--- config.mk ---
export PLATFORM = sky130hd
export DESIGN_NAME = jpeg_dequantizer
export DESIGN_NICKNAME = d
export VERILOG_FILES = /design/src/rtl/jpeg_dec_pkg.sv /design/src/rtl/jpeg_sat_mul.sv /design/src/rtl/jpeg_dequantizer.sv
export SDC_FILE = /design/constraint.sdc
export NUM_CORES = 1
export LEC_CHECK = 0
export BUFFER_PORTS_ARGS = -buffer_cell sky130_fd_sc_hd__buf_4
export CORE_AREA = 5 5 342 344
export DETAILED_ROUTE_END_ITERATION = 10
export DIE_AREA = 0 0 347 349
export SYNTH_ARGS = -nofsm -noshare
export SYNTH_HDL_FRONTEND = slang
export SYNTH_SLANG_ARGS = --single-unit
export TNS_END_PERCENT = 50
--- constraint.sdc ---
create_clock -name clk -period 11.3 [get_ports clk]
set_clock_uncertainty 0.15 [all_clocks]
set_input_delay 0 -clock clk [delete_from_list [all_inputs] [get_ports clk]]
set_output_delay 0 -clock clk [all_outputs]
set_load 0.02 [all_outputs]
--- src/rtl/jpeg_dec_pkg.sv ---
// Constants shared by the JPEG dequantizer blocks: block geometry and default datapath widths.
package jpeg_dec_pkg;

  localparam int BLOCK_SIZE = 64;
  localparam int IDX_W      = 6;

  localparam int COEF_W_DEF = 12;
  localparam int Q_W_DEF    = 8;
  localparam int OUT_W_DEF  = 16;

  localparam logic [IDX_W-1:0] LAST_IDX = IDX_W'(BLOCK_SIZE - 1);

endpackage

--- src/rtl/jpeg_sat_mul.sv ---
// Combinational signed-coefficient x unsigned-table-entry multiply,
// saturated to the signed output range.
module jpeg_sat_mul
  import jpeg_dec_pkg::*;
#(
  parameter int COEF_W = COEF_W_DEF,
  parameter int Q_W    = Q_W_DEF,
  parameter int OUT_W  = OUT_W_DEF
) (
  input  logic signed [COEF_W-1:0] i_coef,
  input  logic        [Q_W-1:0]    i_q,
  output logic signed [OUT_W-1:0]  o_prod
);

  // One guard bit over COEF_W+Q_W keeps the zero-extended table entry positive.
  localparam int P_W = COEF_W + Q_W + 1;

  localparam logic signed [P_W-1:0] MAX_V = {{(P_W-OUT_W+1){1'b0}}, {(OUT_W-1){1'b1}}};
  localparam logic signed [P_W-1:0] MIN_V = {{(P_W-OUT_W+1){1'b1}}, {(OUT_W-1){1'b0}}};

  logic signed [P_W-1:0] w_a;
  logic signed [P_W-1:0] w_b;
  logic signed [P_W-1:0] w_prod;

  assign w_a    = P_W'(i_coef);
  assign w_b    = P_W'({1'b0, i_q});
  assign w_prod = w_a * w_b;

  always_comb begin
    // NOTE: assign a default before any branch so no path leaves o_prod unassigned (avoids a latch).
    o_prod = w_prod[OUT_W-1:0];
    if (w_prod > MAX_V)      o_prod = MAX_V[OUT_W-1:0];
    else if (w_prod < MIN_V) o_prod = MIN_V[OUT_W-1:0];
  end

endmodule

--- src/rtl/jpeg_dequantizer.sv ---
// Two-stage JPEG dequantizer: coefficient x 64-entry quant table, saturated,
// with block framing checks and a globally stalled valid/ready pipeline.
module jpeg_dequantizer
  import jpeg_dec_pkg::*;
#(
  parameter int COEF_W = COEF_W_DEF,
  parameter int Q_W    = Q_W_DEF,
  parameter int OUT_W  = OUT_W_DEF
) (
  input  logic                     clk,
  input  logic                     rst,
  input  logic                     qt_wr_en,
  input  logic [IDX_W-1:0]         qt_wr_addr,
  input  logic [Q_W-1:0]           qt_wr_data,
  input  logic                     in_valid,
  output logic                     in_ready,
  input  logic signed [COEF_W-1:0] in_coef,
  input  logic                     in_last,
  output logic                     out_valid,
  input  logic                     out_ready,
  output logic signed [OUT_W-1:0]  out_coef,
  output logic                     out_last,
  output logic                     busy,
  output logic                     seq_err,
  output logic                     qt_err
);

  logic [Q_W-1:0]           r_qt [BLOCK_SIZE];
  logic [IDX_W-1:0]         r_idx;
  logic                     r_seq_err;
  logic                     r_qt_err;

  logic                     r_s1_valid;
  logic signed [COEF_W-1:0] r_s1_coef;
  logic [Q_W-1:0]           r_s1_q;
  logic                     r_s1_last;

  logic                     r_out_valid;
  logic signed [OUT_W-1:0]  r_out_coef;
  logic                     r_out_last;

  logic                     w_en;
  logic                     w_in_fire;
  logic                     w_busy;
  logic                     w_at_last;
  logic signed [OUT_W-1:0]  w_mul;

  // Every stage advances together, so a stalled output freezes the whole pipe.
  assign w_en      = !r_out_valid || out_ready;
  assign w_in_fire = in_valid && w_en;
  assign w_busy    = (r_idx != '0) || r_s1_valid || r_out_valid;
  assign w_at_last = (r_idx == LAST_IDX);

  // NOTE: the table is a register array, not RAM, precisely so reset can load the identity entries.
  always_ff @(posedge clk) begin
    if (rst) begin
      for (int i = 0; i < BLOCK_SIZE; i++) r_qt[i] <= Q_W'(1);
    end else if (qt_wr_en && !w_busy) begin
      r_qt[qt_wr_addr] <= qt_wr_data;
    end
  end

  // NOTE: sequential state uses non-blocking assignments so every register samples pre-edge values.
  always_ff @(posedge clk) begin
    if (rst) begin
      r_idx     <= '0;
      r_seq_err <= 1'b0;
      r_qt_err  <= 1'b0;
    end else begin
      if (qt_wr_en && w_busy) r_qt_err <= 1'b1;
      if (w_in_fire) begin
        r_idx <= (in_last || w_at_last) ? '0 : r_idx + IDX_W'(1);
        if (in_last != w_at_last) r_seq_err <= 1'b1;
      end
    end
  end

  always_ff @(posedge clk) begin
    if (rst) begin
      r_s1_valid  <= 1'b0;
      r_s1_coef   <= '0;
      r_s1_q      <= '0;
      r_s1_last   <= 1'b0;
      r_out_valid <= 1'b0;
      r_out_coef  <= '0;
      r_out_last  <= 1'b0;
    end else if (w_en) begin
      r_s1_valid  <= w_in_fire;
      if (w_in_fire) begin
        r_s1_coef <= in_coef;
        r_s1_q    <= r_qt[r_idx];
        r_s1_last <= in_last || w_at_last;
      end
      r_out_valid <= r_s1_valid;
      if (r_s1_valid) begin
        r_out_coef <= w_mul;
        r_out_last <= r_s1_last;
      end
    end
  end

  jpeg_sat_mul #(
    .COEF_W (COEF_W),
    .Q_W    (Q_W),
    .OUT_W  (OUT_W)
  ) u_sat_mul (
    .i_coef (r_s1_coef),
    .i_q    (r_s1_q),
    .o_prod (w_mul)
  );

  assign in_ready  = w_en;
  assign out_valid = r_out_valid;
  assign out_coef  = r_out_coef;
  assign out_last  = r_out_last;
  assign busy      = w_busy;
  assign seq_err   = r_seq_err;
  assign qt_err    = r_qt_err;

endmodule
==> reports/summary.txt <==
PLACED DESIGN
-------------------------------------------------------------------------------------
Worst slack, placed ....................................................      5.12 ns
Port bufs ..............................................................           53
Routability-driven placement congestion ratio ..........................        0.771
Post-DP HPWL ...........................................................    45,200 um

FLOORPLAN
-------------------------------------------------------------------------------------
Horiz. Die Dim .........................................................       347 um
I/O Pins ...............................................................           54
Die boundary height ....................................................       349 um
Area inside the core boundary ..........................................  114,000 um2
Starting density of the core ...........................................        0.257
Die area ...............................................................  121,000 um2
Number of core rows ....................................................          124

FINAL LAYOUT
-------------------------------------------------------------------------------------
Share of post-route cells with drive strength above 1 ..................        0.156
Number of nets at the end of the flow ..................................        2,354
Most frequent standard cell in the layout excluding fill and tap cells . sky130_fd_sc_hd__edfxtp_1
Most used cells in the layout excluding fill and tap cells ............. sky130_fd_sc_hd__edfxtp_1, sky130_fd_sc_hd__and2_1, sky130_fd_sc_hd__mux4_2, sky130_fd_sc_hd__inv_1, sky130_fd_sc_hd__nand2_1
Area growth, synth to finish ...........................................        14.9%

CLOCK TREE
-------------------------------------------------------------------------------------
CTS tree ...............................................................          yes
CTS buffer count .......................................................           57
Buffers inserted during post-CTS setup optimization ....................            0
Clock Tree Root ........................................................ sky130_fd_sc_hd__clkbuf_16
Number of sinks handled by clock tree synthesis ........................          560
Clk pin slew, worst setup/hold paths ...................................      0.07 ns
H-tree depth ...........................................................            2
Insertion delay to the later sink of the worst-skew pair ...............      0.64 ns
Maximum number of buffers from clock root to sink ......................            3

TIMING
-------------------------------------------------------------------------------------
Final setup viols ......................................................            0
Post-layout worst setup margin .........................................      5.12 ns
Upper clock frequency limit ............................................      162 MHz
Period utilisation layout ..............................................        0.547
Setup repair after global routing missed its margin ....................        false
Pins over their slew limit .............................................            0
Sum of negative setup slack ............................................         0 ns
Final hold violation count .............................................            0
Final critical-path required period ....................................      6.18 ns
Least-Margin Pin Slew ..................................................      1.25 ns
Worst slew margin relative to its limit ................................        0.155

ROUTE
-------------------------------------------------------------------------------------
Drt first pass iters ...................................................            5
Detail-routed via count per cell .......................................         4.44
Total vias in the final route ..........................................       16,707
Antenna-violating nets left ............................................            0
Final Routed Wirelength ................................................    69,600 um
Avg WL per Cell ........................................................      18.5 um
DR iter-0 viols ........................................................        1,339
DRC ....................................................................            0

POWER
-------------------------------------------------------------------------------------
Maximum vdd ir drop ....................................................    0.0925 mV
Sequential fraction of design power ....................................        0.507
Share of power burned in the clock network .............................        0.405
Total power density per cell area ......................................   139 nW/um2
Internal power summed over all cells ...................................      3550 uW
Switching power of the nets ............................................      1120 uW
Leakage ................................................................    0.0118 uW
Switching portion of total power .......................................        0.239
Power share of the combinational group .................................        0.088

RUN STATUS
-------------------------------------------------------------------------------------
Run status ............................................................. finished clean

LOGIC SYNTHESIS
-------------------------------------------------------------------------------------
Synth Flop Type ........................................................ sky130_fd_sc_hd__edfxtp_1
Post-synth EDFFs .......................................................          512
Synth unique cells .....................................................           53
Total nets after synthesis .............................................        2,317
Cell area after synthesis ..............................................   29,200 um2
Mean cell area of the mapped netlist ...................................     13.5 um2
Synthesized instance count .............................................        2,162
Fraction of registers with async set/reset .............................            0
Count of warnings emitted by yosys .....................................            0
Area share of the largest cell type after synthesis ....................        0.527
Fraction of the yosys area taken by sequential cells ...................        0.559
Number of flip-flops and latches in the synthesized netlist ............          560
Yosys top cell by area ................................................. sky130_fd_sc_hd__edfxtp_1
Leading post-synthesis cells by cell area .............................. sky130_fd_sc_hd__edfxtp_1, sky130_fd_sc_hd__mux4_2, sky130_fd_sc_hd__and2_1, sky130_fd_sc_hd__fa_1, sky130_fd_sc_hd__dfxtp_1

GLOBAL ROUTE
-------------------------------------------------------------------------------------
Global routing usage summed across all routing layers ..................        0.114
Pin count of the biggest net entering global routing ...................          102
Gr ovfl total ..........................................................            0
Number of antenna violations at the first check in global routing ......            5
Global-route wire length before repair .................................   108,000 um
Vias in the first global route .........................................       17,170

SETUP PATH
-------------------------------------------------------------------------------------
Sort of element at the start of the critical path ......................         flop
Crit path arrival time .................................................      6.55 ns
Crit path kind .........................................................      reg2reg
Delay of the slowest critical-path stage ...............................      0.76 ns
Worst endpoint required time ...........................................     11.67 ns
Worst Path Max Fanout ..................................................           15
Crit-path slowest cell ................................................. sky130_fd_sc_hd__fa_1
Critical Path, Cell by Cell ............................................ nand2_1 -> fa_1 -> fa_1 -> fa_1 -> fa_1 -> inv_1 -> ha_1 -> a21oi_1 -> nor2b_1 -> or4_1 -> o21ai_0 -> a31oi_1 -> xnor2_1 -> o22ai_2 -> a211oi_1
Type of element capturing the critical path ............................         flop
Cell mode on critical path ............................................. sky130_fd_sc_hd__fa_1

FLOW RUN
-------------------------------------------------------------------------------------
Max cap viols ..........................................................            0

MIN PATH
-------------------------------------------------------------------------------------
Worst hold path class ..................................................       in2reg

power groups by stage:
stage	registers (uW)	clock network (uW)	logic, uW
3_5_place_dp	2410	0	400
3_3_place_gp	2400	0	396
6_report	2360	1890	411
2_1_floorplan	2390	0	272
5_1_grt	2370	2020	449
4_1_cts	2360	1930	417
registers in the layout (all words and copies together) (netlist names):
register and cells:
out_coef 16, out_last 1, out_valid 1, qt_err 1, r_idx 6, r_qt 512
r_s1_coef 12, r_s1_last 1, r_s1_q 8, r_s1_valid 1, seq_err 1
worst paths after layout:
kind,startpoint,end,slack [ns],depth (start not counted)
setup / recovery,r_s1_q[0]$_SDFFE_PP0P_,out_coef[2]$_SDFFE_PP0P_,5.12,15
hold / removal,qt_wr_data[0],r_qt[30][0]$_SDFFCE_PN1P_,0.06,2
setup reg to reg,r_s1_q[0]$_SDFFE_PP0P_,out_coef[2]$_SDFFE_PP0P_,5.12,15
hold reg to reg,out_last$_SDFFE_PP0P_,out_last$_SDFFE_PP0P_,0.31,2
layer usage:
metal / global-route usage / wire length (um) / share of wire / vias up
met5: 0 / 45 / 0.00065 / -
met4: 0.0274 / 1420 / 0.020 / 6
met3: 0.0242 / 4680 / 0.067 / 88
met2: 0.177 / 31600 / 0.45 / 424
met1: 0.163 / 31800 / 0.46 / 8435
li1: - / - / - / 7754
timing repair:
| item | 4_1_cts | 5_1_grt |
|---|---|---|
| hold buffers | 56 | 0 |
| hold endpoints to repair | 537 | 0 |
| gates resized for setup | 0 | 0 |
final cells by class:
type | instances | area (um2)
clock inverter | 36 | 348
sequential | 560 | 16300
inverter | 125 | 469
timing repair buffer | 150 | 1280
multi-input combinational | 1305 | 11700
tap | 1512 | 1890
fill | 11441 | 80000
antenna | 2 | 5.00
clock buffer | 69 | 1490
cell families (layout without fill, tap and decap cells):
kind of cell | after synthesis | count (layout) | synth area share
multiplexers | 169 | 169 | 0.130
AND/OR/NAND/NOR | 818 | 818 | 0.159
adder cells (fa/ha/maj) | 123 | 123 | 0.0728
buffers and inverters | 297 | 380 | 0.0396
AO/OA/AOI/OAI | 173 | 173 | 0.0331
other | 0 | 2 | 0
XOR/XNOR | 22 | 22 | 0.00660
flip-flops | 560 | 560 | 0.559
synthesized netlist by cell type (all sizes together), types with 2 or more instances:
cell and n:
edfxtp 512, and2 499, mux4 168, clkbuf 138, inv 125, nand2 116
nor2 93, o21ai 91, fa 78, or3 65, a21oi 48, dfxtp 48
ha 45, buf 34, a211oi 12, xnor2 12, xor2 10, nor2b 9
nand3 7, a21o 5, nand4 5, and3 4, nand3b 4, nor3 4
a31oi 3, nor4b 3, or2 3, o211ai 2, o21a 2
worst max-delay path: cells and delay by family (launching register included):
kind | cells | cell delay [ns]
xor+xnor | 1 | 0.71
simple gates | 3 | 0.78
buf+inv | 1 | 0.04
fa+ha+maj | 5 | 2.64
compound gates | 5 | 1.14
flops | 1 | 0.61
stage by stage:
stage | area, um2 | total power, uW | hold WS [ns] | util | instances
3_3_place_gp | 31100 | 2800 | 0.0922 | 0.274 | 3596
6_report | 33500 | 4660 | 0.0649 | 0.295 | 3759
4_1_cts | 33500 | 4710 | 0.0128 | 0.295 | 3757
2_1_floorplan | 29200 | 2660 | -0.0140 | - | 2162
3_5_place_dp | 31100 | 2810 | 0.101 | 0.274 | 3596
5_1_grt | 33500 | 4840 | 0.0814 | 0.295 | 3757
Power figures use the tool's default switching activity.
